==> config.mk <==
export PLATFORM = sky130hd
export DESIGN_NAME = esc_sequencer_flat
export DESIGN_NICKNAME = d
export VERILOG_FILES = /design/src/rtl/esc_sequencer_if.sv /design/src/rtl/esc_sequencer.sv /design/src/flat_wrapper.sv
export SDC_FILE = /design/constraint.sdc
export NUM_CORES = 1
export LEC_CHECK = 0
export ABC_AREA = 0
export CAP_MARGIN = 20
export CORE_MARGIN = 2
export CORE_UTILIZATION = 51
export DETAILED_ROUTE_END_ITERATION = 8
export PLACE_DENSITY = 0.88
export SLEW_MARGIN = 20
export SYNTH_ARGS = -nofsm -noshare
export SYNTH_HDL_FRONTEND = slang
export SYNTH_SLANG_ARGS = --single-unit
==> constraint.sdc <==
create_clock -name clk -period 5.6 [get_ports clk]
set_input_delay 1.68 -clock clk [delete_from_list [all_inputs] [get_ports clk]]
set_output_delay 1.68 -clock clk [all_outputs]
set_load 0.005 [all_outputs]
==> src/rtl/esc_sequencer_if.sv <==
// Bundle between flight controller and ESC sequencer: arm level, command strobe, four speed commands.
// Latency: none (wires only); the sequencer registers every output it drives onto this bundle.
// Backpressure: none; cmd_vld is a single-cycle strobe that is always accepted.
interface esc_sequencer_if;
  logic        arm;
  logic        cmd_vld;
  logic [10:0] frnt_cmd;
  logic [10:0] bck_cmd;
  logic [10:0] lft_cmd;
  logic [10:0] rght_cmd;
  logic [10:0] frnt_spd;
  logic [10:0] bck_spd;
  logic [10:0] lft_spd;
  logic [10:0] rght_spd;
  logic        armed;
  logic        frm_tick;

  // Flight-controller side
  modport master (
    output arm, cmd_vld, frnt_cmd, bck_cmd, lft_cmd, rght_cmd,
    input  frnt_spd, bck_spd, lft_spd, rght_spd, armed, frm_tick
  );

  // Sequencer side
  modport slave (
    input  arm, cmd_vld, frnt_cmd, bck_cmd, lft_cmd, rght_cmd,
    output frnt_spd, bck_spd, lft_spd, rght_spd, armed, frm_tick
  );
endinterface

==> src/rtl/esc_sequencer.sv <==
// ESC arming sequencer: zero frames, spin-up to MIN_RUN, then per-frame slew toward commanded speeds.
// Latency: channel k updates at tick+2+k through one shared slew unit; disarm zeroes outputs on the next edge.
// Backpressure: none; commands are captured on any cmd_vld, last capture in a frame wins.
module esc_sequencer #(
  parameter int unsigned FRAME_WIDTH = 20,
  parameter logic [15:0] ARM_FRAMES  = 16'd64,
  parameter logic [10:0] MIN_RUN     = 11'h200,
  parameter logic [10:0] SLEW        = 11'h040
) (
  input  logic           clk,
  input  logic           rst_n,
  esc_sequencer_if.slave bus
);

  typedef enum logic [1:0] {IDLE, ARM_WAIT, SPIN, RUN} state_t;

  // Tick is registered, so it is raised from the count just before all ones.
  localparam logic [FRAME_WIDTH-1:0] TICK_PRE = {{(FRAME_WIDTH-1){1'b1}}, 1'b0};
  localparam logic [FRAME_WIDTH-1:0] FRM_ONE  = {{(FRAME_WIDTH-1){1'b0}}, 1'b1};

  state_t                 state_q;
  logic [FRAME_WIDTH-1:0] frm_cnt_q;
  logic                   frm_tick_q;
  logic [15:0]            arm_cnt_q;
  logic                   pass_act_q;
  logic [1:0]             pass_idx_q;
  logic                   armed_q;
  logic [10:0]            spd_q [4];
  logic [10:0]            tgt_q [4];
  logic [10:0]            cmd_w [4];
  logic [10:0]            cur_w;
  logic [10:0]            tgt_w;
  logic [10:0]            step_d;
  logic                   all_min_d;

  // Targets never fall below the minimum run speed.
  function automatic logic [10:0] clamp_min(input logic [10:0] c);
    return (c < MIN_RUN) ? MIN_RUN : c;
  endfunction

  assign cmd_w[0] = bus.frnt_cmd;
  assign cmd_w[1] = bus.bck_cmd;
  assign cmd_w[2] = bus.lft_cmd;
  assign cmd_w[3] = bus.rght_cmd;

  assign bus.frnt_spd = spd_q[0];
  assign bus.bck_spd  = spd_q[1];
  assign bus.lft_spd  = spd_q[2];
  assign bus.rght_spd = spd_q[3];
  assign bus.armed    = armed_q;
  assign bus.frm_tick = frm_tick_q;

  // Shared slew unit: steps the channel selected by pass_idx_q toward its target without overshoot.
  always_comb begin
    cur_w  = spd_q[pass_idx_q];
    tgt_w  = (state_q == SPIN) ? MIN_RUN : tgt_q[pass_idx_q];
    step_d = cur_w;
    if (cur_w < tgt_w) begin
      step_d = ((tgt_w - cur_w) > SLEW) ? (cur_w + SLEW) : tgt_w;
    end else if (cur_w > tgt_w) begin
      step_d = ((cur_w - tgt_w) > SLEW) ? (cur_w - SLEW) : tgt_w;
    end
  end

  // All four channels at MIN_RUN, counting the value the slew unit is writing this cycle.
  always_comb begin
    all_min_d = 1'b1;
    for (int i = 0; i < 4; i++) begin
      if (i == int'(pass_idx_q)) begin
        all_min_d = all_min_d & (step_d == MIN_RUN);
      end else begin
        all_min_d = all_min_d & (spd_q[i] == MIN_RUN);
      end
    end
  end

  // Frame timing, command capture, arming FSM and the per-frame update pass.
  always_ff @(posedge clk or negedge rst_n) begin
    if (!rst_n) begin
      state_q    <= IDLE;
      frm_cnt_q  <= '0;
      frm_tick_q <= 1'b0;
      arm_cnt_q  <= '0;
      pass_act_q <= 1'b0;
      pass_idx_q <= '0;
      armed_q    <= 1'b0;
      for (int i = 0; i < 4; i++) begin
        spd_q[i] <= '0;
        tgt_q[i] <= MIN_RUN;
      end
    end else begin
      frm_cnt_q  <= frm_cnt_q + FRM_ONE;
      frm_tick_q <= (frm_cnt_q == TICK_PRE);

      if (bus.cmd_vld) begin
        for (int i = 0; i < 4; i++) begin
          tgt_q[i] <= clamp_min(cmd_w[i]);
        end
      end

      if (state_q == IDLE || !bus.arm) begin
        // Idle or disarm: motors off, any pass in progress abandoned.
        for (int i = 0; i < 4; i++) begin
          spd_q[i] <= '0;
        end
        armed_q    <= 1'b0;
        pass_act_q <= 1'b0;
        pass_idx_q <= '0;
        if (state_q == IDLE && bus.arm) begin
          state_q   <= ARM_WAIT;
          arm_cnt_q <= '0;
        end else begin
          state_q <= IDLE;
        end
      end else begin
        case (state_q)
          ARM_WAIT: begin
            // The frame that completes the count gets no pass.
            if (frm_tick_q) begin
              arm_cnt_q <= arm_cnt_q + 16'd1;
              if (arm_cnt_q + 16'd1 == ARM_FRAMES) begin
                state_q <= SPIN;
              end
            end
          end
          default: begin
            if (pass_act_q) begin
              spd_q[pass_idx_q] <= step_d;
              pass_idx_q        <= pass_idx_q + 2'd1;
              if (pass_idx_q == 2'd3) begin
                pass_act_q <= 1'b0;
                if (state_q == SPIN && all_min_d) begin
                  state_q <= RUN;
                  armed_q <= 1'b1;
                end
              end
            end
            if (frm_tick_q) begin
              pass_act_q <= 1'b1;
              pass_idx_q <= '0;
            end
          end
        endcase
      end
    end
  end

endmodule

==> src/flat_wrapper.sv <==
// flat-port wrapper written by rule: the top's interface ports become plain ports
module esc_sequencer_flat 
#(
  parameter int unsigned FRAME_WIDTH = 20,
  parameter logic [15:0] ARM_FRAMES  = 16'd64,
  parameter logic [10:0] MIN_RUN     = 11'h200,
  parameter logic [10:0] SLEW        = 11'h040
)
  (clk, rst_n, bus_arm, bus_cmd_vld, bus_frnt_cmd, bus_bck_cmd, bus_lft_cmd, bus_rght_cmd, bus_frnt_spd, bus_bck_spd, bus_lft_spd, bus_rght_spd, bus_armed, bus_frm_tick);
  esc_sequencer_if bus_i ();
  input  logic clk;
  input  logic rst_n;
  input wire logic [$bits(bus_i.arm)-1:0] bus_arm;
  input wire logic [$bits(bus_i.cmd_vld)-1:0] bus_cmd_vld;
  input wire logic [$bits(bus_i.frnt_cmd)-1:0] bus_frnt_cmd;
  input wire logic [$bits(bus_i.bck_cmd)-1:0] bus_bck_cmd;
  input wire logic [$bits(bus_i.lft_cmd)-1:0] bus_lft_cmd;
  input wire logic [$bits(bus_i.rght_cmd)-1:0] bus_rght_cmd;
  output wire logic [$bits(bus_i.frnt_spd)-1:0] bus_frnt_spd;
  output wire logic [$bits(bus_i.bck_spd)-1:0] bus_bck_spd;
  output wire logic [$bits(bus_i.lft_spd)-1:0] bus_lft_spd;
  output wire logic [$bits(bus_i.rght_spd)-1:0] bus_rght_spd;
  output wire logic [$bits(bus_i.armed)-1:0] bus_armed;
  output wire logic [$bits(bus_i.frm_tick)-1:0] bus_frm_tick;
  assign bus_i.arm = bus_arm;
  assign bus_i.cmd_vld = bus_cmd_vld;
  assign bus_i.frnt_cmd = bus_frnt_cmd;
  assign bus_i.bck_cmd = bus_bck_cmd;
  assign bus_i.lft_cmd = bus_lft_cmd;
  assign bus_i.rght_cmd = bus_rght_cmd;
  assign bus_frnt_spd = bus_i.frnt_spd;
  assign bus_bck_spd = bus_i.bck_spd;
  assign bus_lft_spd = bus_i.lft_spd;
  assign bus_rght_spd = bus_i.rght_spd;
  assign bus_armed = bus_i.armed;
  assign bus_frm_tick = bus_i.frm_tick;
  esc_sequencer #(.FRAME_WIDTH(FRAME_WIDTH), .ARM_FRAMES(ARM_FRAMES), .MIN_RUN(MIN_RUN), .SLEW(SLEW)) u_core (.clk(clk), .rst_n(rst_n), .bus(bus_i));
endmodule
# After elaboration in Yosys (flattened, before gate mapping)
# Index checks and enable logic that the tools add are counted.
# W data, S select, Z words.
[word_totals] reg_bits=131 latch_bits=0 ramBits=0 mem_bits_ro=0 input_bits=48 out_inout_bits=46 elab_cells=128 memories=0
[op_classes] add_sub_neg=7 mul=0 div=0 n_lt_le_gt_ge=10 eq_ne=17 n_shift=0 mux=51 bitwise=7 n_reduce_logical=21
[op_table] cell="$mux W11" count=14
[op_table] cell="$mux W44" count=3
[op_table] cell="$mux W16" count=4
[op_table] cell="$eq A11 B10 Y1 const B" count=5
[op_table] cell="$bmux W11 S2" count=2
[op_table] cell="$bwmux W44" count=1
[op_table] cell="$lt A11 B10 Y1 const B" count=4
[op_table] cell="$demux W11 S2" count=1
[op_table] cell="$gt A11 B7 Y1 const B" count=2
[op_table] cell="$mux W2" count=11
[op_table] cell="$sub A11 B11 Y11" count=2
[op_table] cell="$add A20 B1 Y20 const B" count=1
[op_table] cell="$eq A20 B20 Y1 const B" count=1
[op_table] cell="$add A16 B1 Y16 const B" count=1
[op_table] cell="$eq A16 B7 Y1 const B" count=1
[op_table] cell="$mux W1" count=15
[op_table] cell="$reduce_bool A3 Y1" count=4
[op_table] cell="$add A11 B7 Y11 const B" count=1
[op_table] cell="$gt A11 B11 Y1" count=1
[op_table] cell="$lt A11 B11 Y1" count=1
[op_table] cell="$sub A11 B7 Y11 const B" count=1
[op_table] cell="$reduce_bool A2 Y1" count=5
[op_table] cell="$and A1 B1 Y1" count=6
[op_table] cell="$ne A3 B1 Y1 const B" count=2
[op_table] cell="other kinds (18)" count=24

# Depth between registers and ports, before layout
# Gate-level depths: netlist (run 1).
[depth] word_depth=24 ltp_mapped=21 mapped_depth_nobuf=18

# Worst setup path before layout (run 1)
# Ideal clock, no wire load.
[synth_timing] kind="register to register" from="reg u_core.pass_idx_q[0]" to="reg u_core.armed_q, in the netlist u_core.bus.armed" setup_ns=0.134 arrival_ns=5.749 t_required_ns=5.466 setup_slack_ns=-0.283 stages_incl_launch_ff=18 n_path_buf=3 synth_period_minus_slack_ns=5.883 path_cell_list="dfrtp_1 -> buf_6 -> buf_1 -> buf_1 -> mux4_2 -> ha_1 -> nor2b_1 -> o21ai_1 -> a21oi_1 -> or4b_1 -> a211oi_2 -> o311ai_1 -> a2111oi_4 -> mux2_2 -> a221oi_1 -> nor2_1 -> a41oi_1 -> nor2_1"
[synth_between] elab_chain_len=21 word_cells_on_any_way=40 cone_classes="add/sub (4); order compare (4); eq/ne (5); mux (15); bitwise (7); reduce/logical (5)"
[synth_rtl] item="start: declaration" line="esc_sequencer.sv:26" source="logic [1:0] pass_idx_q;"
[synth_rtl] item="start signal: assignment" line="esc_sequencer.sv:129" source="pass_idx_q <= pass_idx_q + 2'd1;"
[synth_rtl] item="$not A2 Y3 (not written as such)" line="esc_sequencer.sv:55, esc_sequencer.sv:56"
[synth_rtl] item="$bmux W11 S2" line="esc_sequencer.sv:56" source="tgt_w = (state_q == SPIN) ? MIN_RUN : tgt_q[pass_idx_q];"
[synth_rtl] item="$mux W11 (not written as such) (2 in a row)" line="esc_sequencer.sv:56"
[synth_rtl] item="$mux W11" line="esc_sequencer.sv:56"
[synth_rtl] item="$sub A11 B11 Y11" line="esc_sequencer.sv:61" source="step_d = ((cur_w - tgt_w) > SLEW) ? (cur_w - SLEW) : tgt_w;"
[synth_rtl] item="$gt A11 B7 Y1" line="esc_sequencer.sv:61"
[synth_rtl] item="$mux W11" line="esc_sequencer.sv:61"
[synth_rtl] item="$mux W11" line="esc_sequencer.sv:60" source="end else if (cur_w > tgt_w) begin"
[synth_rtl] item="[4 not listed]"
[synth_rtl] item="$mux W1" line="esc_sequencer.sv:69" source="if (i == int'(pass_idx_q)) begin"
[synth_rtl] item="$and A1 B1 Y1, on equally long branches" line="esc_sequencer.sv:72, esc_sequencer.sv:70"
[synth_rtl] item="$mux W1" line="esc_sequencer.sv:69"
[synth_rtl] item="$and A1 B1 Y1, on equally long branches" line="esc_sequencer.sv:72, esc_sequencer.sv:70"
[synth_rtl] item="$mux W1" line="esc_sequencer.sv:69"
[synth_rtl] item="$logic_and A1 B1 Y1" line="esc_sequencer.sv:132" source="if (state_q == SPIN && all_min_d) begin"
[synth_rtl] item="$reduce_bool A2 Y1 (no source line)"
[synth_rtl] item="$reduce_and A4 Y1 (no source line) (*)"
[synth_rtl] item="end signal: assignment" line="esc_sequencer.sv:86" source="armed_q <= 1'b0;"
[synth_rtl] item="end signal: assignment" line="esc_sequencer.sv:106" source="armed_q <= 1'b0;"
[synth_rtl] item="end signal: assignment" line="esc_sequencer.sv:134" source="armed_q <= 1'b1;"
[synth_rtl] item="end: declaration" line="esc_sequencer.sv:27" source="logic armed_q;"
# Mark *: on every way between the ends. The rest lies on a longest branch, timed or not. The select of a mux whose other input is x is not followed.
# A chain may end at the register's enable or synchronous reset.

# Worst setup path after layout (run 1)
[layout_timing] from="reg u_core.state_q[1]" to="reg u_core.armed_q, in the netlist u_core.bus.armed"
[layout_between] elab_chain_len=18 word_cells_on_any_way=33 cone_classes="add/sub (2); order compare (4); eq/ne (4); mux (10); bitwise (6); reduce/logical (7)"
[layout_rtl] item="start: declaration" line="esc_sequencer.sv:21" source="state_t state_q;"
[layout_rtl] item="start signal: assignment" line="esc_sequencer.sv:80" source="state_q <= IDLE;"
[layout_rtl] item="start signal: assignment" line="esc_sequencer.sv:110" source="state_q <= ARM_WAIT;"
[layout_rtl] item="start signal: assignment" line="esc_sequencer.sv:113" source="state_q <= IDLE;"
[layout_rtl] item="$eq A2 B2 Y1" line="esc_sequencer.sv:56, esc_sequencer.sv:132"
[layout_rtl] item="$mux W11" line="esc_sequencer.sv:56"
[layout_rtl] item="$sub A11 B11 Y11" line="esc_sequencer.sv:61"
[layout_rtl] item="$gt A11 B7 Y1" line="esc_sequencer.sv:61"
[layout_rtl] item="$mux W11" line="esc_sequencer.sv:61"
[layout_rtl] item="$mux W11" line="esc_sequencer.sv:60"
[layout_rtl] item="$mux W11" line="esc_sequencer.sv:58" source="if (cur_w < tgt_w) begin"
[layout_rtl] item="$eq A11 B10 Y1" line="esc_sequencer.sv:70" source="all_min_d = all_min_d & (step_d == MIN_RUN);"
[layout_rtl] item="[2 not listed]"
[layout_rtl] item="$mux W1" line="esc_sequencer.sv:69"
[layout_rtl] item="$and A1 B1 Y1, on equally long branches" line="esc_sequencer.sv:72, esc_sequencer.sv:70"
[layout_rtl] item="$mux W1" line="esc_sequencer.sv:69"
[layout_rtl] item="$and A1 B1 Y1, on equally long branches" line="esc_sequencer.sv:72, esc_sequencer.sv:70"
[layout_rtl] item="$mux W1" line="esc_sequencer.sv:69"
[layout_rtl] item="$logic_and A1 B1 Y1" line="esc_sequencer.sv:132"
[layout_rtl] item="$reduce_bool A2 Y1 (no source line)"
[layout_rtl] item="$reduce_and A4 Y1 (no source line)"
# Several ways; a longest one is shown, not always the timed one.

==> impl_metrics.ini, run 1 <==
[power_and_ir_drop]
powerDensity_nw_per_um2 = 248.0
pwr-share-comb = 0.129
p_leak_uw = 0.004165
pwr-share-seq = 0.417
switchingPower_uw = 650.5
sw_frac_of_total = 0.2727
internal_power_uw = 1735
total_power_uw = 2385
peakVddDrop_mv = 0.2114
clockPowerShare = 0.453

[route]
wl_per_cell_um = 19.11
routed_wl_um = 22320
drc = 0
viasPerCell = 6.140
drt_pass1_iterations = 5
drtIter0Drc = 806
vias = 7172
ant_nets = 0

[placement]
place_congestion = 0.9604
port-buffer-count = 93
placedCellCount = 1136
dpl.hpwl_um = 16020

[die]
fp-row-count = 45
ioPinCount = 94
initial_core_util = 0.5209
dieHeight_um = 128.4
core_region_area_sq_um = 15150
die_x_um = 128.4
die-area_sq_um = 16480

[clock_tree]
clkSinkCount = 131
root_buffer = clkbuf_16
numCtsBuffers = 17
hold_buffers = 0
cts_setup_buffers = 0
clk_latency_ps = 430
htreeDepth = 4
tritoncts = done
clk_pin_slew_ps = 60
clockBufferDepth = 2

[sta]
setup_tns_ps = 0
drv_slew = 0
hold_viol_final = 0
fmax_mhz = 189.7
min_period_over_period = 0.9416
fin_worst_skew_ps = 11.44
worst_pin_slew_ps = 1196
rsz0062_at_grt = no
post-route-min-period_ps = 5273
relSlewSlack = 0.1987
finalSetupViolCount = 0

[outcome]
outcome = finished, final reports clean

[global_route]
grt_pass1_wl_um = 36460
overflow = 0
grt_use_total = 0.2814
antenna_found_initial = 0
grt_max_degree = 87
first_global_vias = 7087

[yosys]
ys_seq_area_frac = 0.4162
synth.area.top_cells = dfrtp_1, o21ai_0, nand2_1
synth_area_leader_cell = dfrtp_1
synth-edff-count = 0
ys_ff_latch = 131
async_flop_share = 1.000
synth_cell_type_count = 77
synth_top_area_frac = 0.4029
synth_nets = 951
syn_inst = 874
synth_area_sq_um = 7889
yosys_most_used_dff = dfrtp_1
syn_area_per_cell_sq_um = 9.026
ys_warn_count = 0

[cells_and_area]
layout_commonest_cell = nand2_1
num-fill-cells = 1163
stdcell_count = 1168
area_growth_pct = 21.94
final_cell_mix = nand2_1, dfrtp_1, o21ai_0, clkdlybuf4s50_1, inv_1
final_nets = 1044
drive_gt1_frac = 0.1071
antennaDiodeCount = 0

[setup_path]
cp.arrival_ps = 5560
crit_start = u_core.state_q[1]$_DFFE_PN0P_
cp-start-kind = flip-flop
path_max_fanout = 15
endpoint = u_core.bus.armed$_DFFE_PN0P_
reg2reg_setup_slack_ps = 330
critPathKind = flip-flop to flip-flop
rr_worst_depth = 18
r2r-start = u_core.state_q[1]$_DFFE_PN0P_
cp.required_ps = 5880
cp-end-kind = flip-flop
timing.rr.end = u_core.bus.armed$_DFFE_PN0P_

[hold_path]
hold_path_class = flip-flop to flip-flop

[run]
drv_cap = 0
-- timing repair --
item | 4_1_cts | 5_1_grt
gates resized for setup | 0 | 2
setup endpoints to repair | 0 | 2
hold endpoints to repair | 0 | 0
-- area by class of cell --
class	count	area (sq um)	area share
flip-flops and latches	131	3283	0.3413
clock inverters	13	122.6	0.01275
repair buffers	111	1067	0.1110
well taps	188	235.2	0.02445
clock buffers	19	442.9	0.04605
multi-input cells	633	4189	0.4355
inverters	73	279.0	0.02901
-- layer usage --
metal	wire (um)	GRT usage
met3	1824	0.06486
met1	8907	0.3659
met2	11010	0.4665
met5	0	0
met4	571	0.09890
-- kinds of logic (layout without fill, tap and decap cells) --
| family | Yosys count | count (layout) | synth area share |
|---|---|---|---|
| compound gates | 224 | 224 | 0.1740 |
| xor+xnor | 33 | 33 | 0.03838 |
| fa+ha+maj | 29 | 29 | 0.04695 |
| buf+inv | 110 | 216 | 0.05535 |
| flops | 131 | 131 | 0.4162 |
| mux | 37 | 37 | 0.08168 |
| simple gates | 310 | 310 | 0.1875 |
-- flip-flops by register name, summed over array words and instances, names as in the netlist --
| register | cells |
|---|---|
| u_core.frm_cnt_q | 20 |
| u_core.bus.bck_spd | 11 |
| u_core.state_q | 2 |
| u_core.pass_idx_q | 2 |
| u_core.bus.lft_spd | 11 |
| u_core.bus.rght_spd | 11 |
| u_core.tgt_q | 44 |
| u_core.bus.frnt_spd | 11 |
| u_core.pass_act_q | 1 |
| u_core.bus.armed | 1 |
| u_core.bus.frm_tick | 1 |
| u_core.arm_cnt_q | 16 |
-- per-stage QoR --
stage | instance area [sq um] | setup WS [ps] | util | hold WS (ps)
final | 9619 | 327.3 | 0.6351 | 484.6
after global routing | 9619 | 61.16 | 0.6351 | 495.4
after CTS | 9595 | 299.2 | 0.6335 | 484.3
after detailed placement | 9030 | 357.0 | 0.5962 | 469.9
after global placement | 9030 | 522.4 | 0.5962 | 461.4
after floorplan | 7891 | 99.89 | - | 441.3
-- synthesized netlist by cell type (all sizes together), types with 3 or more instances --
cell,instances
nand2,132
nand3,26
nor2,53
or4,3
a21o,4
a31oi,15
nor4b,4
dfstp,4
o31ai,3
nand4,11
a21boi,3
dfrtp,127
nor2b,9
ha,28
o21a,5
and3,15
o211ai,3
xor2,12
a21oi,32
o21ai,122
nor4,10
and2,11
buf,9
mux4,21
or3,3
clkbuf,28
mux2,9
a32o,5
or2,6
mux2i,7
inv,72
nor3,11
xnor2,20
nand2b,8
-- critical path, stage by stage (launching register included) --
cell,delay [ps]
dfrtp_1,640
nand2b_1,400
and2_1,310
inv_1,110
ha_1,280
nor2b_1,160
o21ai_1,290
a311oi_4,180
or4b_1,550
a211oi_2,260
o311ai_1,150
a2111oi_4,330
buf_4,230
mux2_2,340
a221oi_1,370
buf_4,210
nor2_1,60
a41oi_1,200
nor2_1,60
-- power groups by stage --
stage,registers (uW),logic [uW],clock network (uW)
finish,996,308,1080
global route,998,338,1130
CTS,995,301,1090
detailed placement,1010,296,0
global placement,1010,292,0
floorplan,1010,184,0
-- worst min path at each step --
stage / cells after the start / slack, ps / startpoint / to
detailed placement: 1 / 470 / u_core.frm_cnt_q[9]$_DFF_PN0_ / u_core.frm_cnt_q[9]$_DFF_PN0_
CTS: 1 / 480 / u_core.frm_cnt_q[9]$_DFF_PN0_ / u_core.frm_cnt_q[9]$_DFF_PN0_
global route: 1 / 500 / u_core.frm_cnt_q[19]$_DFF_PN0_ / u_core.frm_cnt_q[19]$_DFF_PN0_
floorplan: 1 / 440 / u_core.frm_cnt_q[9]$_DFF_PN0_ / u_core.frm_cnt_q[9]$_DFF_PN0_
finish: 1 / 480 / u_core.frm_cnt_q[18]$_DFF_PN0_ / u_core.frm_cnt_q[18]$_DFF_PN0_
global placement: 1 / 460 / u_core.frm_cnt_q[9]$_DFF_PN0_ / u_core.frm_cnt_q[9]$_DFF_PN0_
No activity file was read; power rests on OpenSTA's default activity.
==> inputs of run 2 (changes only) <==
--- a/config.mk
+++ b/config.mk
@@ -7,6 +7,7 @@
 export LEC_CHECK = 0
 export ABC_AREA = 0
 export CAP_MARGIN = 20
+export CORE_ASPECT_RATIO = 1.2
 export CORE_MARGIN = 2
 export CORE_UTILIZATION = 51
 export DETAILED_ROUTE_END_ITERATION = 8
==> run 2 against run 1 <==
First-iteration DRC count rose by 4.0%. Clock skew decreased by 2.5 ps. Sequential power barely moved. Critical endpoint is now u_core.state_q[0]$_DFFE_PN0P_.
==> impl_metrics.ini, run 2 (same netlist as run 1, synthesis figures left out) <==
[global_route]
first_global_vias = 7161
overflow = 0
antenna_found_initial = 0
grt_max_degree = 67
grt_pass1_wl_um = 36780
grt_use_total = 0.2815

[sta]
finalSetupViolCount = 0
drv_slew = 0
hold_viol_final = 0
relSlewSlack = 0.3004
worst_hold_slack_ps = 469.4
post-route-min-period_ps = 5212
fin_worst_skew_ps = 8.905
worst_pin_slew_ps = 1044
min_period_over_period = 0.9308
rsz0062_at_grt = no
fmax_mhz = 191.9
setup_tns_ps = 0

[setup_path]
crit_start = u_core.pass_idx_q[0]$_DFFE_PN0P_
cp-start-kind = flip-flop
cp.required_ps = 5950
cp-end-kind = flip-flop
critPathKind = flip-flop to flip-flop
rr_worst_depth = 17
r2r-start = u_core.pass_idx_q[0]$_DFFE_PN0P_
cp.arrival_ps = 5560
path_max_fanout = 14

[cells_and_area]
drive_gt1_frac = 0.1055
antennaDiodeCount = 0
multi_input_area_sq_um = 4183
top_regs = u_core.tgt_q (44), u_core.frm_cnt_q (20), u_core.arm_cnt_q (16)
largest_reg_flops = 44
postLayoutCoreUtil = 0.6405
layout_commonest_cell = nand2_1
ff_latch_area_sq_um = 3286
stdcell_count = 1180
largest-register = u_core.tgt_q
final_nets = 1041
area_growth_pct = 22.44
final_cell_mix = nand2_1, dfrtp_1, o21ai_0, clkdlybuf4s50_1, inv_1
num-fill-cells = 1186

[clock_tree]
clk_latency_ps = 440
cts_setup_buffers = 0
tritoncts = done
numCtsBuffers = 17
clockBufferDepth = 2
clkSinkCount = 131
htreeDepth = 4
root_buffer = clkbuf_16
clk_pin_slew_ps = 60

[die]
die_x_um = 117.5
core_region_area_sq_um = 15080
ioPinCount = 94
initial_core_util = 0.5231
fp-row-count = 49
die-area_sq_um = 16480
dieHeight_um = 140.2

[route]
viasPerCell = 6.115
routed_wl_um = 22680
vias = 7216
drc = 0
wl_per_cell_um = 19.22
ant_nets = 0
drt_pass1_iterations = 6
drtIter0Drc = 838

[placement]
port-buffer-count = 93
place_congestion = 0.9796
placedCellCount = 1149
dpl.hpwl_um = 16220

[power_and_ir_drop]
peakVddDrop_mv = 0.3614
p_leak_uw = 0.004160
powerDensity_nw_per_um2 = 249.9
total_power_uw = 2414

[hold_path]
hold_path_class = flip-flop to flip-flop
min_path_cells = 1
hold_start = u_core.frm_cnt_q[18]$_DFF_PN0_

[outcome]
outcome = finished, final reports clean

[run]
drv_cap = 0
[run 2: cell types whose count changed in the layout (fill, tap and decap cells not counted), sizes merged]
| cell | previous run | this run |
|---|---|---|
| clkinv | 4 | 5 |
| inv | 78 | 76 |
| bufinv | 1 | 2 |
| buf | 19 | 16 |
| clkbuf | 19 | 18 |
[run 2: cell type report]
type                            count  area share
Inverter                           73     0.02889
Multi-Input combinational cell    633      0.4330
Sequential cell                   131      0.3402
Clock inverter                     13     0.01567
Timing Repair Buffer              108      0.1104
Clock buffer                       18     0.04547
Tap cell                          204     0.02642
[run 2: worst max-delay path: stages, from the launching register on]
cell and delay, ps:
dfrtp_2 540, mux4_2 530, and2_1 210, inv_1 110
ha_1 270, nor2b_1 150, o21ai_1 270, a21oi_1 220
or4b_1 570, a211oi_2 250, o311ai_1 150, a2111oi_4 340
buf_4 230, a22o_1 420, and4_1 290, o2111a_1 240
nand4_1 110, a31oi_1 220
[run 2: path summary, 6_finish.rpt]
path                            slack [ps]                        endpoint
worst max-delay path                   390   u_core.state_q[0]$_DFFE_PN0P_
worst max register to register         390   u_core.state_q[0]$_DFFE_PN0P_
worst min register to register         470  u_core.frm_cnt_q[18]$_DFF_PN0_
min in group asynchronous             1330   u_core.frm_cnt_q[0]$_DFF_PN0_
worst min-delay path                   470  u_core.frm_cnt_q[18]$_DFF_PN0_
max in group asynchronous             3400     u_core.tgt_q[9]$_DFFE_PN1P_
[run 2: power by group]
part           switching [uW]  internal [uW]
clock                     443            671
combinational             177            125
sequential               19.4            979
total                     639           1780
[run 2: per-layer routing]
| layer | track usage | part of all wire | vias to the layer above |
|---|---|---|---|
| met4 | 0.1522 | 0.046 | 0 |
| met1 | 0.3307 | 0.38 | 3545 |
| met3 | 0.05619 | 0.066 | 85 |
| met5 | 0 | 0 | - |
| met2 | 0.4872 | 0.51 | 324 |
| li1 | - | - | 3262 |
[run 2: stage by stage]
step                      setup WS [ps]  area (sq um)
after CTS                         234.6          9643
after detailed placement          272.4          9052
after floorplan                   99.89          7891
after global routing              39.41          9659
final                             387.8          9659
after global placement            428.1          9052
[run 2: timing repair]
| action | 4_1_cts | 5_1_grt |
|---|---|---|
| endpoints found under the setup margin | 0 | 9 |
| hold buffers | 0 | 0 |
| resized for setup | 0 | 3 |
==> inputs of run 3 (changes only) <==
--- a/config.mk
+++ b/config.mk
@@ -11,6 +11,7 @@
 export CORE_MARGIN = 2
 export CORE_UTILIZATION = 51
 export DETAILED_ROUTE_END_ITERATION = 8
+export GPL_ROUTABILITY_DRIVEN = 1
 export PLACE_DENSITY = 0.88
 export SLEW_MARGIN = 20
 export SYNTH_ARGS = -nofsm -noshare
==> results of run 3 <==
Final layout, timing and power as in run 2 (identical DEF).
